## config.mk

```make
export PLATFORM = sky130hd
export DESIGN_NAME = pe_spad_feeder_flat
export DESIGN_NICKNAME = d
export VERILOG_FILES = /design/src/rtl/pe_spad_feeder_pkg.sv /design/src/rtl/pe_spad_feeder_if.sv /design/src/rtl/pe_spad_feeder_out_stage.sv /design/src/rtl/pe_spad_feeder.sv /design/src/flat_wrapper.sv
export SDC_FILE = /design/constraint.sdc
export NUM_CORES = 1
export LEC_CHECK = 0
export BUFFER_PORTS_ARGS = -buffer_cell sky130_fd_sc_hd__clkbuf_2
export CORE_MARGIN = 2
export CORE_UTILIZATION = 25
export DETAILED_ROUTE_END_ITERATION = 12
export GPL_ROUTABILITY_DRIVEN = 1
export PLACE_DENSITY = 0.4
export SLEW_MARGIN = 25
export SYNTH_ARGS = -nofsm -noshare
export SYNTH_HDL_FRONTEND = slang
export SYNTH_SLANG_ARGS = --single-unit
```

## constraint.sdc

```tcl
create_clock -name clk -period 7.25 [get_ports clk]
set_input_delay 1.8125 -clock clk [delete_from_list [all_inputs] [get_ports clk]]
set_output_delay 1.8125 -clock clk [all_outputs]
set_load 0.005 [all_outputs]
```

## src/rtl/pe_spad_feeder_pkg.sv

```systemverilog
// pe_spad_feeder_pkg: shared widths and FSM state encoding for the PE spad feeder.
package pe_feeder_pkg;
  localparam int S_WIDTH_DEF = 5;
  localparam int P_WIDTH_DEF = 5;
  localparam int Q_WIDTH_DEF = 3;
  localparam int FLEN_WIDTH = P_WIDTH_DEF + Q_WIDTH_DEF + S_WIDTH_DEF;
  localparam int STALL_WIDTH = 16;
  typedef enum logic [1:0] {IDLE, LOAD_FILTER, LOAD_IFMAP, DRAIN} state_t;
endpackage

```

## src/rtl/pe_spad_feeder_if.sv

```systemverilog
// pe_spad_feeder_if: upstream valid/ready pixels and PE spad write strobes.
interface pe_spad_feeder_if #(parameter int DATA_WIDTH = 16);
  logic [DATA_WIDTH-1:0] filter_in, ifmap_in, filter_pixel, ifmap_pixel;
  logic filter_in_valid, filter_in_ready, ifmap_in_valid, ifmap_in_ready;
  logic wr_filter, wr_ifmap, filter_spad_full, ifmap_spad_full;
  modport master (
    input  filter_in, filter_in_valid, ifmap_in, ifmap_in_valid, filter_spad_full, ifmap_spad_full,
    output filter_in_ready, ifmap_in_ready, filter_pixel, wr_filter, ifmap_pixel, wr_ifmap
  );
  modport slave (
    output filter_in, filter_in_valid, ifmap_in, ifmap_in_valid, filter_spad_full, ifmap_spad_full,
    input  filter_in_ready, ifmap_in_ready, filter_pixel, wr_filter, ifmap_pixel, wr_ifmap
  );
endinterface

```

## src/rtl/pe_spad_feeder_out_stage.sv

```systemverilog
// pe_out_stage: one-entry pipeline register whose write strobe is gated by the spad full flag.
module pe_out_stage #(
  parameter int W = 16
) (
  input  logic         clk,
  input  logic         reset,
  input  logic         en,
  input  logic [W-1:0] in_data,
  input  logic         in_valid,
  input  logic         full,
  output logic         in_ready,
  output logic         wr,
  output logic         val,
  output logic [W-1:0] data
);
  assign wr = val & ~full;
  assign in_ready = en & (~val | wr);
  always_ff @(posedge clk or negedge reset)
    if (!reset) begin
      val  <= 1'b0;
      data <= '0;
    end else if (in_valid & in_ready) begin
      val  <= 1'b1;
      data <= in_data;
    end else if (wr) begin
      val  <= 1'b0;
    end
endmodule

```

## src/rtl/pe_spad_feeder.sv

```systemverilog
// pe_spad_feeder: loads p*q*S filter pixels then ifmap_len ifmap pixels into one PE.
// Optional FEEDER_STALL_CNT_EN adds a saturating stall_cycles counter.
module pe_spad_feeder
  import pe_feeder_pkg::*;
#(
  parameter int DATA_WIDTH = 16,
  parameter int S_WIDTH    = S_WIDTH_DEF,
  parameter int p_WIDTH    = P_WIDTH_DEF,
  parameter int q_WIDTH    = Q_WIDTH_DEF,
  parameter int LEN_WIDTH  = 16
) (
  input  logic                 clk,
  input  logic                 reset,
  input  logic                 configure,
  input  logic [S_WIDTH-1:0]   S,
  input  logic [p_WIDTH-1:0]   p,
  input  logic [q_WIDTH-1:0]   q,
  input  logic [LEN_WIDTH-1:0] ifmap_len,
  input  logic                 start,
  output logic                 busy,
  output logic                 done,
`ifdef FEEDER_STALL_CNT_EN
  output logic [STALL_WIDTH-1:0] stall_cycles,
`endif
  pe_spad_feeder_if.master     bus
);
  localparam int FW = p_WIDTH + q_WIDTH + S_WIDTH;
  state_t state, state_nx;
  logic [S_WIDTH-1:0] s_q;
  logic [p_WIDTH-1:0] p_q;
  logic [q_WIDTH-1:0] q_q;
  logic [LEN_WIDTH-1:0] len_q, icnt;
  logic [FW-1:0] filter_len, fcnt;
  logic en_f, en_i, f_acc, i_acc, f_val, i_val, start_ok;
  assign filter_len = FW'(p_q) * FW'(q_q) * FW'(s_q);
  assign en_f = (state == LOAD_FILTER) && (filter_len != '0);
  assign en_i = (state == LOAD_IFMAP) && (len_q != '0);
  assign f_acc = bus.filter_in_valid & bus.filter_in_ready;
  assign i_acc = bus.ifmap_in_valid & bus.ifmap_in_ready;
  assign start_ok = (state == IDLE) & start;
  assign busy = state != IDLE;
  pe_out_stage #(.W(DATA_WIDTH)) u_filter (
    .clk(clk), .reset(reset), .en(en_f), .in_data(bus.filter_in), .in_valid(bus.filter_in_valid),
    .full(bus.filter_spad_full), .in_ready(bus.filter_in_ready), .wr(bus.wr_filter), .val(f_val),
    .data(bus.filter_pixel)
  );
  pe_out_stage #(.W(DATA_WIDTH)) u_ifmap (
    .clk(clk), .reset(reset), .en(en_i), .in_data(bus.ifmap_in), .in_valid(bus.ifmap_in_valid),
    .full(bus.ifmap_spad_full), .in_ready(bus.ifmap_in_ready), .wr(bus.wr_ifmap), .val(i_val),
    .data(bus.ifmap_pixel)
  );
  // Zero-length phases fall through because en_* stays low for them.
  always_comb begin
    state_nx = state;
    done = 1'b0;
    unique case (state)
      IDLE:        if (start) state_nx = LOAD_FILTER;
      LOAD_FILTER: if (!en_f || (f_acc && fcnt == filter_len - FW'(1))) state_nx = LOAD_IFMAP;
      LOAD_IFMAP:  if (!en_i || (i_acc && icnt == len_q - LEN_WIDTH'(1))) state_nx = DRAIN;
      DRAIN: if (!f_val && !i_val) begin
        done = 1'b1;
        state_nx = IDLE;
      end
      default:     state_nx = IDLE;
    endcase
  end
  always_ff @(posedge clk or negedge reset)
    if (!reset) begin
      state <= IDLE;
      s_q   <= '0;
      p_q   <= '0;
      q_q   <= '0;
      len_q <= '0;
      fcnt  <= '0;
      icnt  <= '0;
    end else begin
      state <= state_nx;
      if (configure && state == IDLE) begin
        s_q   <= S;
        p_q   <= p;
        q_q   <= q;
        len_q <= ifmap_len;
      end
      if (start_ok) begin
        fcnt <= '0;
        icnt <= '0;
      end else begin
        if (f_acc) fcnt <= fcnt + FW'(1);
        if (i_acc) icnt <= icnt + LEN_WIDTH'(1);
      end
    end
`ifdef FEEDER_STALL_CNT_EN
  logic stall;
  assign stall = (f_val & bus.filter_spad_full) | (i_val & bus.ifmap_spad_full);
  always_ff @(posedge clk or negedge reset)
    if (!reset) stall_cycles <= '0;
    else if (start_ok) stall_cycles <= '0;
    else if (stall && stall_cycles != '1) stall_cycles <= stall_cycles + STALL_WIDTH'(1);
`endif
endmodule

```

## src/flat_wrapper.sv

```systemverilog
// flat-port wrapper written by rule: the top's interface ports become plain ports
module pe_spad_feeder_flat import pe_feeder_pkg::*;
#(
  parameter int DATA_WIDTH = 16,
  parameter int S_WIDTH    = S_WIDTH_DEF,
  parameter int p_WIDTH    = P_WIDTH_DEF,
  parameter int q_WIDTH    = Q_WIDTH_DEF,
  parameter int LEN_WIDTH  = 16
)
  (clk, reset, configure, S, p, q, ifmap_len, start, busy, done, bus_filter_in, bus_filter_in_valid, bus_ifmap_in, bus_ifmap_in_valid, bus_filter_spad_full, bus_ifmap_spad_full, bus_filter_in_ready, bus_ifmap_in_ready, bus_filter_pixel, bus_wr_filter, bus_ifmap_pixel, bus_wr_ifmap);
  pe_spad_feeder_if #(.DATA_WIDTH(DATA_WIDTH)) bus_i ();
  input  logic clk;
  input  logic reset;
  input  logic configure;
  input  logic [S_WIDTH-1:0] S;
  input  logic [p_WIDTH-1:0] p;
  input  logic [q_WIDTH-1:0] q;
  input  logic [LEN_WIDTH-1:0] ifmap_len;
  input  logic start;
  output logic busy;
  output logic done;
  input wire logic [$bits(bus_i.filter_in)-1:0] bus_filter_in;
  input wire logic [$bits(bus_i.filter_in_valid)-1:0] bus_filter_in_valid;
  input wire logic [$bits(bus_i.ifmap_in)-1:0] bus_ifmap_in;
  input wire logic [$bits(bus_i.ifmap_in_valid)-1:0] bus_ifmap_in_valid;
  input wire logic [$bits(bus_i.filter_spad_full)-1:0] bus_filter_spad_full;
  input wire logic [$bits(bus_i.ifmap_spad_full)-1:0] bus_ifmap_spad_full;
  output wire logic [$bits(bus_i.filter_in_ready)-1:0] bus_filter_in_ready;
  output wire logic [$bits(bus_i.ifmap_in_ready)-1:0] bus_ifmap_in_ready;
  output wire logic [$bits(bus_i.filter_pixel)-1:0] bus_filter_pixel;
  output wire logic [$bits(bus_i.wr_filter)-1:0] bus_wr_filter;
  output wire logic [$bits(bus_i.ifmap_pixel)-1:0] bus_ifmap_pixel;
  output wire logic [$bits(bus_i.wr_ifmap)-1:0] bus_wr_ifmap;
  assign bus_i.filter_in = bus_filter_in;
  assign bus_i.filter_in_valid = bus_filter_in_valid;
  assign bus_i.ifmap_in = bus_ifmap_in;
  assign bus_i.ifmap_in_valid = bus_ifmap_in_valid;
  assign bus_i.filter_spad_full = bus_filter_spad_full;
  assign bus_i.ifmap_spad_full = bus_ifmap_spad_full;
  assign bus_filter_in_ready = bus_i.filter_in_ready;
  assign bus_ifmap_in_ready = bus_i.ifmap_in_ready;
  assign bus_filter_pixel = bus_i.filter_pixel;
  assign bus_wr_filter = bus_i.wr_filter;
  assign bus_ifmap_pixel = bus_i.ifmap_pixel;
  assign bus_wr_ifmap = bus_i.wr_ifmap;
  pe_spad_feeder #(.DATA_WIDTH(DATA_WIDTH), .S_WIDTH(S_WIDTH), .p_WIDTH(p_WIDTH), .q_WIDTH(q_WIDTH), .LEN_WIDTH(LEN_WIDTH)) u_core (.clk(clk), .reset(reset), .configure(configure), .S(S), .p(p), .q(q), .ifmap_len(ifmap_len), .start(start), .busy(busy), .done(done), .bus(bus_i));
endmodule
```

; Word-level counts from Yosys, hierarchy flattened
; Index checks and enable logic that the tools add are counted.
[classes]
add_sub_neg = 4
n_mul = 2
div = 0
order_cmp = 0
eq_ne = 9
shifts = 0
n_mux = 15
n_bitwise = 13
reduce_logical = 21
[op_table]
columns = op, count
row1 = 16-bit two-way mux, 2
row2 = 13-bit two-way mux, 2
row3 = "16-bit by 1-bit adder with 16-bit output, second input constant", 1
row4 = 16-bit equality test, 1
row5 = 16-bit nonzero test, 1
row6 = "16-bit by 1-bit subtractor with 16-bit output, second input constant", 1
row7 = "13-bit by 1-bit adder with 13-bit output, second input constant", 1
row8 = 13-bit equality test, 1
row9 = 8-bit by 5-bit multiplier with 13-bit output, 1
row10 = 13-bit nonzero test, 1
row11 = "13-bit by 1-bit subtractor with 13-bit output, second input constant", 1
row12 = 2-bit nonzero test, 5
row13 = 5-bit by 3-bit multiplier with 8-bit output, 1
row14 = 2-bit two-way mux, 4
row15 = 2-bit one-hot mux with 4 select lines, 1
row16 = 1-bit bitwise AND, 7
row17 = 1-bit logical AND, 6
row18 = 1-bit two-way mux, 6
row19 = "2-bit != test, second input constant", 3
row20 = "2-bit equality test, second input constant", 2
row21 = 1-bit logical NOT, 4
row22 = 1-bit inverter, 4
row23 = 4-bit AND reduction, 1
row24 = "2-bit by 1-bit equality test with 1-bit output, second input constant", 1
row25 = other kinds (4), 6
[word_totals]
regBits = 94
latchBits = 0
ram_bits = 0
mem_bits_ro = 0
in_bits = 69
memories = 0

; Logic depth before layout (Yosys ltp)
; Gate-level depths: netlist (run 1).
[depth]
word_depth = 10
depth_mapped = 28
ltp_nobuf = 25

; Hierarchy
; Synthesis (run 1) repeated with hierarchy kept, for this count alone.
[unflattened]
hier_cells = 659
area_unflattened_um2 = 6777.8
[by_module_without_submodules]
columns = mod, instances, cells_each, area_each_um2
row1 = pe_spad_feeder, 1, 579, 5363.9
row2 = pe_out_stage, 2, 40, 706.9

; Worst setup path after synthesis (run 1)
; OpenSTA, ideal clock, no wires.
[synth_timing]
path_kind = register -> output
start = register u_core.q_q[0]
end = output port bus_filter_in_ready
t_arrival_ns = 5.706
required_ns = 5.438
path_slack_ns = -0.268
stages_incl_launch_ff = 25
path_buffers = 2
cell_sequence = dfrtp_1 -> clkbuf_1 -> and2_1 -> fa_1 -> ha_1 -> inv_1 -> fa_1 -> inv_1 -> a21o_1 -> a21oi_1 -> xnor2_1 -> and2_1 -> fa_1 -> inv_1 -> fa_1 -> inv_1 -> ha_1 -> ha_1 -> buf_2 -> a21o_1 -> a221o_1 -> nor3_1 -> o211ai_1 -> o41ai_4 -> a21oi_1
[synth_via]
elab_chain_cells = 5
[synth_rtl]
columns = element, line
row1 = from (decl), pe_spad_feeder.sv:31  ; logic [q_WIDTH-1:0] q_q;
row2 = from (signal assigned), pe_spad_feeder.sv:81  ; q_q <= q;
row3 = 5-bit by 3-bit multiplier with 8-bit output, pe_spad_feeder.sv:35  ; assign filter_len = FW'(p_q) * FW'(q_q) * FW'(s_q);
row4 = 8-bit by 5-bit multiplier with 13-bit output, pe_spad_feeder.sv:35
row5 = 13-bit nonzero test, pe_spad_feeder.sv:36  ; assign en_f = (state == LOAD_FILTER) && (filter_len != '0);
row6 = 1-bit logical AND, pe_spad_feeder.sv:36
row7 = 1-bit bitwise AND, pe_spad_feeder_out_stage.sv:17  ; assign in_ready = en & (~val | wr);
row8 = to (decl), flat_wrapper.sv:28  ; output wire logic [$bits(bus_i.filter_in_ready)-1:0] bus_filter_in_ready;
; No other way between the ends.

; Worst setup path in the final report (run 1)
[layout_timing]
start = register u_core.p_q[2]
end = output port bus_filter_in_ready
[layout_via]
elab_chain_cells = 5
[layout_rtl]
columns = element, line
row1 = from (decl), pe_spad_feeder.sv:30  ; logic [p_WIDTH-1:0] p_q;
row2 = from (signal assigned), pe_spad_feeder.sv:80  ; p_q <= p;
row3 = 5-bit by 3-bit multiplier with 8-bit output, pe_spad_feeder.sv:35
row4 = 8-bit by 5-bit multiplier with 13-bit output, pe_spad_feeder.sv:35
row5 = 13-bit nonzero test, pe_spad_feeder.sv:36
row6 = 1-bit logical AND, pe_spad_feeder.sv:36
row7 = 1-bit bitwise AND, pe_spad_feeder_out_stage.sv:17
; No other way between the ends.

==> results of run 1 <==
==> state kept, by name, summed over array words and instances, names as in the netlist, 3 cells and up <==
register / cells
u_core.s_q: 5
u_core.fcnt: 13
u_core.p_q: 5
u_core.len_q: 16
u_core.icnt: 16
u_core.u_filter.data: 16
u_core.q_q: 3
u_core.u_ifmap.data: 16
==> Yosys cell counts (14+ instances only) <==
library cell	number	share of area [%]
nand4_1	17	1.5
nand2_1	105	5.7
o21ai_0	20	1.4
xnor2_1	33	4.2
nor2_1	45	2.4
mux2_2	47	7.7
xor2_1	26	3.3
ha_1	38	6.9
nand3_1	17	1.2
clkbuf_1	20	1.1
fa_1	22	6.4
a21oi_1	17	1.2
and2_1	26	2.4
dfrtp_1	94	34
inv_1	46	2.5
or3_1	14	1.3
==> area by class of cell <==
cell class              instances  area, um2
fillers                      2856      18340
multi-input cells             562       4467
flip-flops and latches         94       2352
repair buffers                169       1006
well taps                     341      426.7
clock buffers                  11      232.7
inverters                      46      172.7
clock inverters                 4      32.53
==> through the flow <==
step	instance area [um2]	hold slack (ps)	util (%)	TNS, ps	worst slack, ps
after CTS	8642	484.3	31.98	-397.5	-397.5
after floorplan	6938	469.7	-	-88.05	-88.05
after detailed placement	8128	463.2	30.07	-252.8	-252.8
after global placement	8128	460.6	30.07	-213.7	-213.7
after global routing	8690	500.1	32.15	-620.7	-620.7
final	8690	476.3	32.15	-342.9	-342.9
==> cell families (layout without fill, tap and decap cells) <==
family | Yosys count | in the layout
AOI/OAI and AO/OA | 92 | 92
xor gates and xnor gates | 60 | 60
adders and majority gates | 60 | 60
buffers and inverters | 76 | 230
DFF | 94 | 94
muxes | 56 | 56
and+or+nand+nor | 294 | 294
==> critical path, delay by kind of cell, from the launching register on <==
family	cells	cell delay [ps]
simple gates	4	720
buf+inv	6	470
fa+ha+maj	7	2560
flops	1	380
xor+xnor	1	130
compound gates	6	1150
==> routing by layer <==
metal	track usage [%]	wire [um]	vias up	part of all wire, %
met2	23.40	9033	78	50
li1	-	-	2827	-
met1	16.50	8303	2744	46
met4	3.233	171	0	0.95
met3	2.163	521	8	2.9
met5	0	0	-	0
==> how the worst min path moves through the flow <==
stage	startpoint	to	slack [ps]	cells past startpoint
6_report	u_core.u_ifmap.data[4]$_DFFE_PN0P_	u_core.u_ifmap.data[4]$_DFFE_PN0P_	480	2
5_1_grt	u_core.u_ifmap.data[13]$_DFFE_PN0P_	u_core.u_ifmap.data[13]$_DFFE_PN0P_	500	2
4_1_cts	u_core.u_ifmap.data[4]$_DFFE_PN0P_	u_core.u_ifmap.data[4]$_DFFE_PN0P_	480	2
3_5_place_dp	u_core.u_ifmap.data[15]$_DFFE_PN0P_	u_core.u_ifmap.data[15]$_DFFE_PN0P_	460	2
3_3_place_gp	u_core.u_ifmap.data[7]$_DFFE_PN0P_	u_core.u_ifmap.data[7]$_DFFE_PN0P_	460	2
2_1_floorplan	u_core.u_ifmap.data[0]$_DFFE_PN0P_	u_core.u_ifmap.data[0]$_DFFE_PN0P_	470	2
==> timing repair <==
| item | 4_1_cts | 5_1_grt |
|---|---|---|
| gates resized for setup | 24 | 4 |
| setup buffers | 14 | 2 |
| hold buffers | 0 | 0 |
| pin swaps | 23 | 5 |
| setup endpoints to repair | 1 | 1 |
| cloned | 0 | 0 |
==> metrics.md, run 1 <==
| Metric | Value |
|---|---|
| Global Route Usage Sum | 13.13% |
| Routed Antenna Nets | 0 |
| Xor and xnor area share after synthesis | 7.822% |
| Clk sinks | 94 |
| Final worst slack | -342.9 ps |
| Diode count | 0 |
| Max Slew Vio Count | 0 |
| Routed wire per std cell | 14.69 um |
| Most frequent cells in the layout | 105 x nand2_1, 105 x clkbuf_2, 94 x dfrtp_1, 64 x buf_4, 47 x mux2_2 |
| Mux cell area share after synthesis | 8.999% |
| Fin crit period | 7593 ps |
| Adder-Cell Fraction of Synth Area | 13.25% |
| Clock skew | 11.91 ps |
| Synth Register Bits | 94 |
| Failing checks | setup timing |
| Synth warn | 0 |
| IO Port Bufs | 106 |
| Internal reg-to-reg setup slack | 710 ps |
| Synth Instances | 732 |
| Die Height | 170.3 um |
| RR Startpoint | u_core.p_q[2]$_DFFE_PN0P_ |
| RSZ-0062 raised after global routing | true |
| CP Capture Point | bus_filter_in_ready |
| Total of max-cap violations | 0 |
| Max Clk Rate | 131.7 MHz |
| DP HPWL | 13850 um |
| Ports | 107 |
| Post-synthesis compound-gate area fraction | 9.868% |
| Initial Utilization | 25.57% |
| Hold WC Path Type | reg2reg |
| DRT iter0 DRCs | 206 |
| TritonCTS buffer count | 9 |
| Layout cells sized above 1 | 30.25% |
| Worst path required time | 5440 ps |
| Clock Latency Late Sink | 350 ps |
| Critical path data arrival time | 5780 ps |
| Worst path cell trace | and2_4 -> fa_1 -> ha_2 -> inv_2 -> fa_2 -> inv_2 -> a21o_1 -> a21oi_2 -> xnor2_1 -> and2_1 -> fa_1 -> inv_1 -> fa_1 -> inv_2 -> ha_4 -> ha_4 -> buf_4 -> and3_1 -> a221o_1 -> nor2_1 -> o311ai_4 -> o41ai_4 -> a21oi_1 -> clkbuf_2 |
| Non-filler cells, final | 1227 |
| Clock tree buffer depth | 2 |
| Post-synthesis cell type count | 73 |
| Worst-path clk slew | 70 ps |
| Cell area after synthesis | 6910 um2 |
| Via density | 4.610 |
| Post-Syn Area per Cell | 9.440 um2 |
| Clock Tree Root | clkbuf_16 |
| Main combinational cell family by area after synthesis | simple AND/OR/NAND/NOR gates |
| Initial antenna violation count | 0 |
| Placed cell count | 1196 |
| Grt total ovfl | 0 |
| Core area | 27030 um2 |
| Pin count of the biggest net entering global routing | 62 |
| Rows | 60 |
| Reg2Reg Depth | 26 |
| Synthesis-to-finish area growth | 25.75% |
| Slew @ Worst Pin | 804.8 ps |
| Worst-path fanout max | 6 |
| Slew HR | 46.20% |
| Ys flop type | dfrtp_1 |
| CTS H-tree depth | 3 |
| Vias in the first global route | 5883 |
| R2r endpoint | u_core.u_filter.data[15]$_DFFE_PN0P_ |
| Die area | 28990 um2 |
| Die W | 170.3 um |
| Critical path class | reg2out |
| Post-synth ARST share | 100.0% |
| Final wirelength | 18030 um |
| Simple-gate portion of the synthesized area | 21.76% |
| Placer Congestion | 0.7343 |
| Number of synthesized flops with an enable pin | 0 |
| CP endpoint kind | primary output |
| CP max-delay cell | fa_1 |
| Final hold violation count | 0 |
| Final Setup Violations | 1 |
| Syn nets | 861 |
| Sequential area share after synthesis | 34.04% |
| Setup crit start | u_core.p_q[2]$_DFFE_PN0P_ |
| Vias | 5657 |
| Pre-antenna DRT Iters | 4 |
| Startpoint types | flop |
| Outcome | finished with violations |
| First-pass GRT wire length | 30310 um |
| Post-layout nets | 1011 |
| Tcrit/Tclk final | 104.7% |
| Remaining DRCs | 0 |
| Crit-path max cell delay | 550 ps |
| CTS tree | yes |
Power of run 1 is not shown: default switching activity piles up to over one toggle a cycle in this logic, so the estimate is an artifact.
==> inputs of run 2 (changes only) <==
BUFFER_PORTS_ARGS = -buffer_cell sky130_fd_sc_hd__buf_2   (was -buffer_cell sky130_fd_sc_hd__clkbuf_2)
==> run 2 against run 1 <==
Against the previous run:
- the run still ends with setup timing left
- global-route usage down 0.29 points
- non-clock buffer count down 4
- wire length down 0.85%
- hold slack worse by 3.1 ps
- die area unchanged
- sequential share of layout area down 0.22 points
- cell area up 0.81%
- clock skew about the same
- flip-flop and latch count unchanged
==> metrics.md, run 2 (synthesis gave the netlist of run 1 again) <==
| Metric | Value |
|---|---|
| DP HPWL | 13860 um (was 13850 um) |
| Final hold violation count | 0 (unchanged) |
| Clock tree buffer depth | 2 (unchanged) |
| Most frequent cells in the layout | 105 x buf_2, 104 x nand2_1, 94 x dfrtp_1, 58 x buf_4, 47 x mux2_2 (was 105 x nand2_1, 105 x clkbuf_2, 94 x dfrtp_1, 64 x buf_4, 47 x mux2_2) |
| Rows | 60 (unchanged) |
| Clk sinks | 94 (unchanged) |
| Final wirelength | 17880 um (was 18030 um) |
| Die Height | 170.3 um (unchanged) |
| Worst-path clk slew | 70 ps (about the same) |
| Vias | 5651 (was 5657) |
| Max Clk Rate | 131.8 MHz (was 131.7 MHz) |
| Final Setup Violations | 1 (unchanged) |
| Worst path cell trace | and2_4 -> fa_1 -> ha_2 -> inv_2 -> fa_2 -> inv_2 -> a21o_1 -> a21oi_2 -> xnor2_1 -> and2_1 -> fa_1 -> inv_1 -> fa_1 -> inv_2 -> ha_4 -> ha_4 -> a21o_1 -> buf_6 -> or3_1 -> o211ai_1 -> nand4bb_4 -> o41ai_4 -> a21oi_1 -> buf_2 (was and2_4 -> fa_1 -> ha_2 -> inv_2 -> fa_2 -> inv_2 -> a21o_1 -> a21oi_2 -> xnor2_1 -> and2_1 -> fa_1 -> inv_1 -> fa_1 -> inv_2 -> ha_4 -> ha_4 -> buf_4 -> and3_1 -> a221o_1 -> nor2_1 -> o311ai_4 -> o41ai_4 -> a21oi_1 -> clkbuf_2) |
| Hold WC Path Type | reg2reg (unchanged) |
| # hold bufs at CTS | 0 (unchanged) |
| Most common cell after layout, fill and taps aside | buf_2 |
| Final worst slack | -336.2 ps (was -342.9 ps) |
| Placer Congestion | 0.7209 (was 0.7343) |
| Critical path data arrival time | 5770 ps (was 5780 ps) |
| Crit-path max cell delay | 510 ps (was 550 ps) |
| Failing checks | setup timing (unchanged) |
| Pre-antenna DRT Iters | 4 (unchanged) |
| Slew HR | 44.44% (was 46.20%) |
| Diode count | 0 (unchanged) |
| Post-layout nets | 1007 (was 1011) |
| Grt total ovfl | 0 (unchanged) |
| Vias in the first global route | 5823 (was 5883) |
| IO Port Bufs | 106 (unchanged) |
| Post-route setup TNS | -336.2 ps (was -342.9 ps) |
| CTS tree | yes (unchanged) |
| TritonCTS buffer count | 9 (unchanged) |
| Fillers | 2891 (was 2856) |
| Initial Utilization | 25.57% (unchanged) |
| First-pass GRT wire length | 29690 um (was 30310 um) |
| Critical path class | reg2out (unchanged) |
| FF+latch area | 2352 um2 (unchanged) |
| Via density | 4.617 (was 4.610) |
| Routed Antenna Nets | 0 (unchanged) |
| Clock Latency Late Sink | 350 ps (about the same) |
| Startpoint types | flop (unchanged) |
| Worst path required time | 5440 ps (about the same) |
| Global Route Usage Sum | 12.85% (was 13.13%) |
| Total of max-cap violations | 0 (unchanged) |
| Synthesis-to-finish area growth | 26.76% (was 25.75%) |
| Die area | 28990 um2 (unchanged) |
| CTS H-tree depth | 3 (unchanged) |
| CP max-delay cell | fa_1 (unchanged) |
| RSZ-0062 raised after global routing | true (unchanged) |
| Layout cells sized above 1 | 31.14% (was 30.25%) |
| Area of the multi-input gates | 4492 um2 (was 4467 um2) |
| Clock skew | 11.83 ps (was 11.91 ps) |
| Initial antenna violation count | 0 (unchanged) |
| Slew @ Worst Pin | 833.4 ps (was 804.8 ps) |
| DRT iter0 DRCs | 194 (was 206) |
| Ports | 107 (unchanged) |
| Worst-path fanout max | 8 (was 6) |
| CP endpoint kind | primary output (unchanged) |
| Fin crit period | 7586 ps (was 7593 ps) |
| Pin count of the biggest net entering global routing | 65 (was 62) |
| Clock Tree Root | clkbuf_16 (unchanged) |
| Max Slew Vio Count | 0 (unchanged) |
| Core area | 27030 um2 (unchanged) |
| Tcrit/Tclk final | 104.6% (was 104.7%) |
| Routed wire per std cell | 14.60 um (was 14.69 um) |
| Remaining DRCs | 0 (unchanged) |
| Die W | 170.3 um (unchanged) |
| Outcome | finished with violations (unchanged) |
run 2: cell types whose count changed in the layout (fill, tap and decap cells not counted), sizes merged:
cell | previous run | this run
buf | 64 | 165
clkinv | 1 | 3
bufinv | 0 | 2
clkinvlp | 2 | 0
clkbuf | 116 | 10
run 2: final cells by class:
| type | instances | area share (%) |
|---|---|---|
| inverter | 46 | 1.971 |
| clock inverter | 6 | 1.071 |
| sequential | 94 | 26.85 |
| multi-input combinational | 562 | 51.28 |
| timing repair buffer | 165 | 11.23 |
| tap | 341 | 4.871 |
| clock buffer | 10 | 2.728 |
run 2: layer usage:
layer | vias up | wire length (um) | track usage, %
met5 | - | 0 | 0
met4 | 0 | 245 | 3.642
met3 | 11 | 554 | 2.070
met2 | 77 | 8875 | 22.87
met1 | 2742 | 8199 | 16.00
li1 | 2821 | - | -
run 2: path summary, 6_finish.rpt:
path,depth (start not counted),endpoint,slack (ps),from
max in group asynchronous,2,u_core.fcnt[3]$_DFFE_PN0P_,4680,reset
setup reg to reg,25,u_core.u_filter.data[0]$_DFFE_PN0P_,740,u_core.p_q[1]$_DFFE_PN0P_
hold / removal,2,u_core.u_ifmap.data[4]$_DFFE_PN0P_,470,u_core.u_ifmap.data[4]$_DFFE_PN0P_
min in group asynchronous,1,u_core.u_ifmap.data[1]$_DFFE_PN0P_,1380,reset
hold reg to reg,2,u_core.u_ifmap.data[4]$_DFFE_PN0P_,470,u_core.u_ifmap.data[4]$_DFFE_PN0P_
setup / recovery,24,bus_filter_in_ready,-340,u_core.p_q[1]$_DFFE_PN0P_
run 2: per-stage QoR:
| stage | hold slack, ps | cell area, um2 | util [%] | std cells | worst slack, ps |
|---|---|---|---|---|---|
| 2_1_floorplan | 469.7 | 6938 | - | 732 | -88.05 |
| 3_3_place_gp | 456.0 | 8128 | 30.07 | 1196 | -232.3 |
| 3_5_place_dp | 457.8 | 8128 | 30.07 | 1196 | -279.2 |
| 4_1_cts | 481.3 | 8677 | 32.11 | 1223 | -424.8 |
| 5_1_grt | 507.5 | 8760 | 32.41 | 1224 | -597.6 |
| 6_report | 473.2 | 8760 | 32.41 | 1224 | -336.2 |
run 2: timing repair:
item,in CTS,in global routing
cloned,0,0
setup buffers,11,1
pin swaps,19,8
setup endpoints to repair,1,1
resized for setup,26,12
run 2: critical path: cells and delay by family, from the launching register on:
kind / cells / cell delay [ps]
AOI/OAI and AO/OA: 6 / 1020
DFF: 1 / 420
and+or+nand+nor: 4 / 850
xor gates and xnor gates: 1 / 130
adders and majority gates: 7 / 2540
buffers and inverters: 6 / 480
Power of run 2 is left out for the same reason.
==> inputs of run 3 (changes only) <==
CELL_PAD_IN_SITES_DETAIL_PLACEMENT = 1   (was default)
CELL_PAD_IN_SITES_GLOBAL_PLACEMENT = 2   (was default)
PLACE_DENSITY = 0.59   (was 0.4)
==> run 3 against run 2 <==
Against the previous run:
- the flow still finishes with violations (setup timing)
- first-iteration DRC count increased by 11%
- clock-buffer cell count increased by 1
- wire length increased by 7.8%
- worst setup slack got worse by 45 ps
- final cell count increased by 0.57%
- hold slack about the same
- global-route usage increased by 1.3 points
- die area unchanged
- maximum frequency decreased by 0.59%
- non-clock buffer count increased by 7
- flip-flop and latch count unchanged
- core utilization increased by 0.051 points
- critical endpoint unchanged
==> metrics.md, run 3 (synthesis gave the netlist of run 1 again) <==
| Metric | Value |
|---|---|
| Failing checks | setup timing (unchanged) |
| Final Setup Violations | 1 (unchanged) |
| Tcrit/Tclk final | 105.3% (was 104.6%) |
| Clk sinks | 94 (unchanged) |
| Vias | 5785 (was 5651) |
| TritonCTS buffer count | 9 (unchanged) |
| Die W | 170.3 um (unchanged) |
| Clock Tree Root | clkbuf_16 (unchanged) |
| First-pass GRT wire length | 32820 um (was 29690 um) |
| R2r endpoint | u_core.fcnt[7]$_DFFE_PN0P_ (was u_core.u_filter.data[0]$_DFFE_PN0P_) |
| Slew @ Worst Pin | 863.5 ps (was 833.4 ps) |
| Critical path class | reg2out (unchanged) |
| Most frequent cells in the layout | 105 x nand2_1, 105 x buf_2, 92 x dfrtp_1, 65 x buf_4, 47 x mux2_2 (was 105 x buf_2, 104 x nand2_1, 94 x dfrtp_1, 58 x buf_4, 47 x mux2_2) |
| Via density | 4.699 (was 4.617) |
| Final hold violation count | 0 (unchanged) |
| CP Capture Point | bus_filter_in_ready (unchanged) |
| Clock skew | 11.19 ps (was 11.83 ps) |
| Rows | 60 (unchanged) |
| DRT iter0 DRCs | 215 (was 194) |
| Fin crit period | 7632 ps (was 7586 ps) |
| Pin count of the biggest net entering global routing | 64 (was 65) |
| Critical path data arrival time | 5820 ps (was 5770 ps) |
| Clock Latency Late Sink | 350 ps (about the same) |
| Pre-antenna DRT Iters | 4 (unchanged) |
| # hold bufs at CTS | 0 (unchanged) |
| Final instance area | 8773 um2 (was 8760 um2) |
| Layout cells sized above 1 | 31.35% (was 31.14%) |
| Vias in the first global route | 6264 (was 5823) |
| Hold WC Path Type | reg2reg (unchanged) |
| Final worst slack | -381.5 ps (was -336.2 ps) |
| Die Height | 170.3 um (unchanged) |
| Internal reg-to-reg setup slack | 780 ps (was 740 ps) |
| Max Clk Rate | 131.0 MHz (was 131.8 MHz) |
| Core area | 27030 um2 (unchanged) |
| Grt total ovfl | 0 (unchanged) |
| RSZ-0062 raised after global routing | true (unchanged) |
| Final wirelength | 19280 um (was 17880 um) |
| CTS H-tree depth | 3 (unchanged) |
| Reg2Reg Depth | 26 (was 25) |
| Clock tree buffer depth | 2 (unchanged) |
| Global Route Usage Sum | 14.10% (was 12.85%) |
| Slew HR | 41.90% (was 44.44%) |
| Total of max-cap violations | 0 (unchanged) |
| Diode count | 0 (unchanged) |
| Crit-path max cell delay | 540 ps (was 510 ps) |
| Post-layout nets | 1014 (was 1007) |
| CP max-delay cell | fa_1 (unchanged) |
| Initial antenna violation count | 0 (unchanged) |
| Worst-path fanout max | 6 (was 8) |
| Setup crit start | u_core.q_q[2]$_DFFE_PN0P_ (was u_core.p_q[1]$_DFFE_PN0P_) |
| Synthesis-to-finish area growth | 26.96% (was 26.76%) |
| Outcome | finished with violations (unchanged) |
| RR Startpoint | u_core.q_q[2]$_DFFE_PN0P_ (was u_core.p_q[1]$_DFFE_PN0P_) |
| Ports | 107 (unchanged) |
| Routed Antenna Nets | 0 (unchanged) |
| Worst path required time | 5440 ps (about the same) |
| DP HPWL | 15070 um (was 13860 um) |
| Startpoint types | flop (unchanged) |
| CTS tree | yes (unchanged) |
| Worst-path clk slew | 70 ps (about the same) |
| Max Slew Vio Count | 0 (unchanged) |
| Cell Area, Placed | 8135 um2 (was 8128 um2) |
| Post-route setup TNS | -381.5 ps (was -336.2 ps) |
| Remaining DRCs | 0 (unchanged) |
| CP endpoint kind | primary output (unchanged) |
| IO Port Bufs | 106 (unchanged) |
| Placer Congestion | 0.7072 (was 0.7209) |
| Initial Utilization | 25.57% (unchanged) |
| Die area | 28990 um2 (unchanged) |
| Routed wire per std cell | 15.66 um (was 14.60 um) |
-- run 3: changes by cell type in the layout (fill, tap and decap cells not counted), moves of 2 or more --
cell | before | now
buf_4 | 58 | 65
dfrtp_2 | 0 | 2
nand2b_1 | 7 | 9
xnor2_2 | 1 | 3
clkinv_4 | 2 | 0
dfrtp_1 | 94 | 92
nand2b_4 | 2 | 0
-- run 3: how the worst min path moves through the flow --
stage,start,endpoint,cells past startpoint
finish,u_core.u_ifmap.data[13]$_DFFE_PN0P_,u_core.u_ifmap.data[13]$_DFFE_PN0P_,2
global route,u_core.u_ifmap.data[4]$_DFFE_PN0P_,u_core.u_ifmap.data[4]$_DFFE_PN0P_,2
CTS,u_core.u_ifmap.data[13]$_DFFE_PN0P_,u_core.u_ifmap.data[13]$_DFFE_PN0P_,2
detailed placement,u_core.u_ifmap.data[13]$_DFFE_PN0P_,u_core.u_ifmap.data[13]$_DFFE_PN0P_,2
global placement,u_core.u_ifmap.data[12]$_DFFE_PN0P_,u_core.u_ifmap.data[12]$_DFFE_PN0P_,2
floorplan,u_core.u_ifmap.data[0]$_DFFE_PN0P_,u_core.u_ifmap.data[0]$_DFFE_PN0P_,2
-- run 3: stage by stage --
| step | hold WS (ps) | cells | util (%) | setup WS (ps) |
|---|---|---|---|---|
| 2_1_floorplan | 469.7 | 732 | - | -88.05 |
| 3_3_place_gp | 452.5 | 1197 | 30.10 | -218.7 |
| 3_5_place_dp | 458.1 | 1197 | 30.10 | -256.2 |
| 4_1_cts | 476.9 | 1226 | 32.19 | -410.1 |
| 5_1_grt | 495.5 | 1231 | 32.46 | -581.9 |
| 6_report | 472.7 | 1231 | 32.46 | -381.5 |
-- run 3: worst max-delay path, delay by kind of cell (launching register included) --
kind / cells / cell delay (ps)
flops: 1 / 400
fa+ha+maj: 7 / 2530
xor+xnor: 1 / 150
simple gates: 4 / 800
buf+inv: 7 / 610
compound gates: 6 / 990
-- run 3: area by class of cell --
class,count,area [um2]
Clock buffer,11,252.7
Clock inverter,5,87.58
Fill cell,3160,18250
Inverter,46,172.7
Multi-Input combinational cell,562,4443
Sequential cell,94,2355
Tap cell,341,426.7
Timing Repair Buffer,172,1036
-- run 3: what timing repair did --
item | 4_1_cts | 5_1_grt
pin swaps | 25 | 5
gates resized for setup | 25 | 9
cloned | 0 | 0
setup buffers | 13 | 5
setup endpoints to repair | 1 | 1
-- run 3: metal layers --
layer | track usage [%] | part of all wire [%]
met2 | 23.26 | 46
met5 | 0 | 0
met4 | 3.047 | 0.83
met1 | 18.91 | 49
met3 | 3.116 | 4.4
Power of run 3 is left out for the same reason.
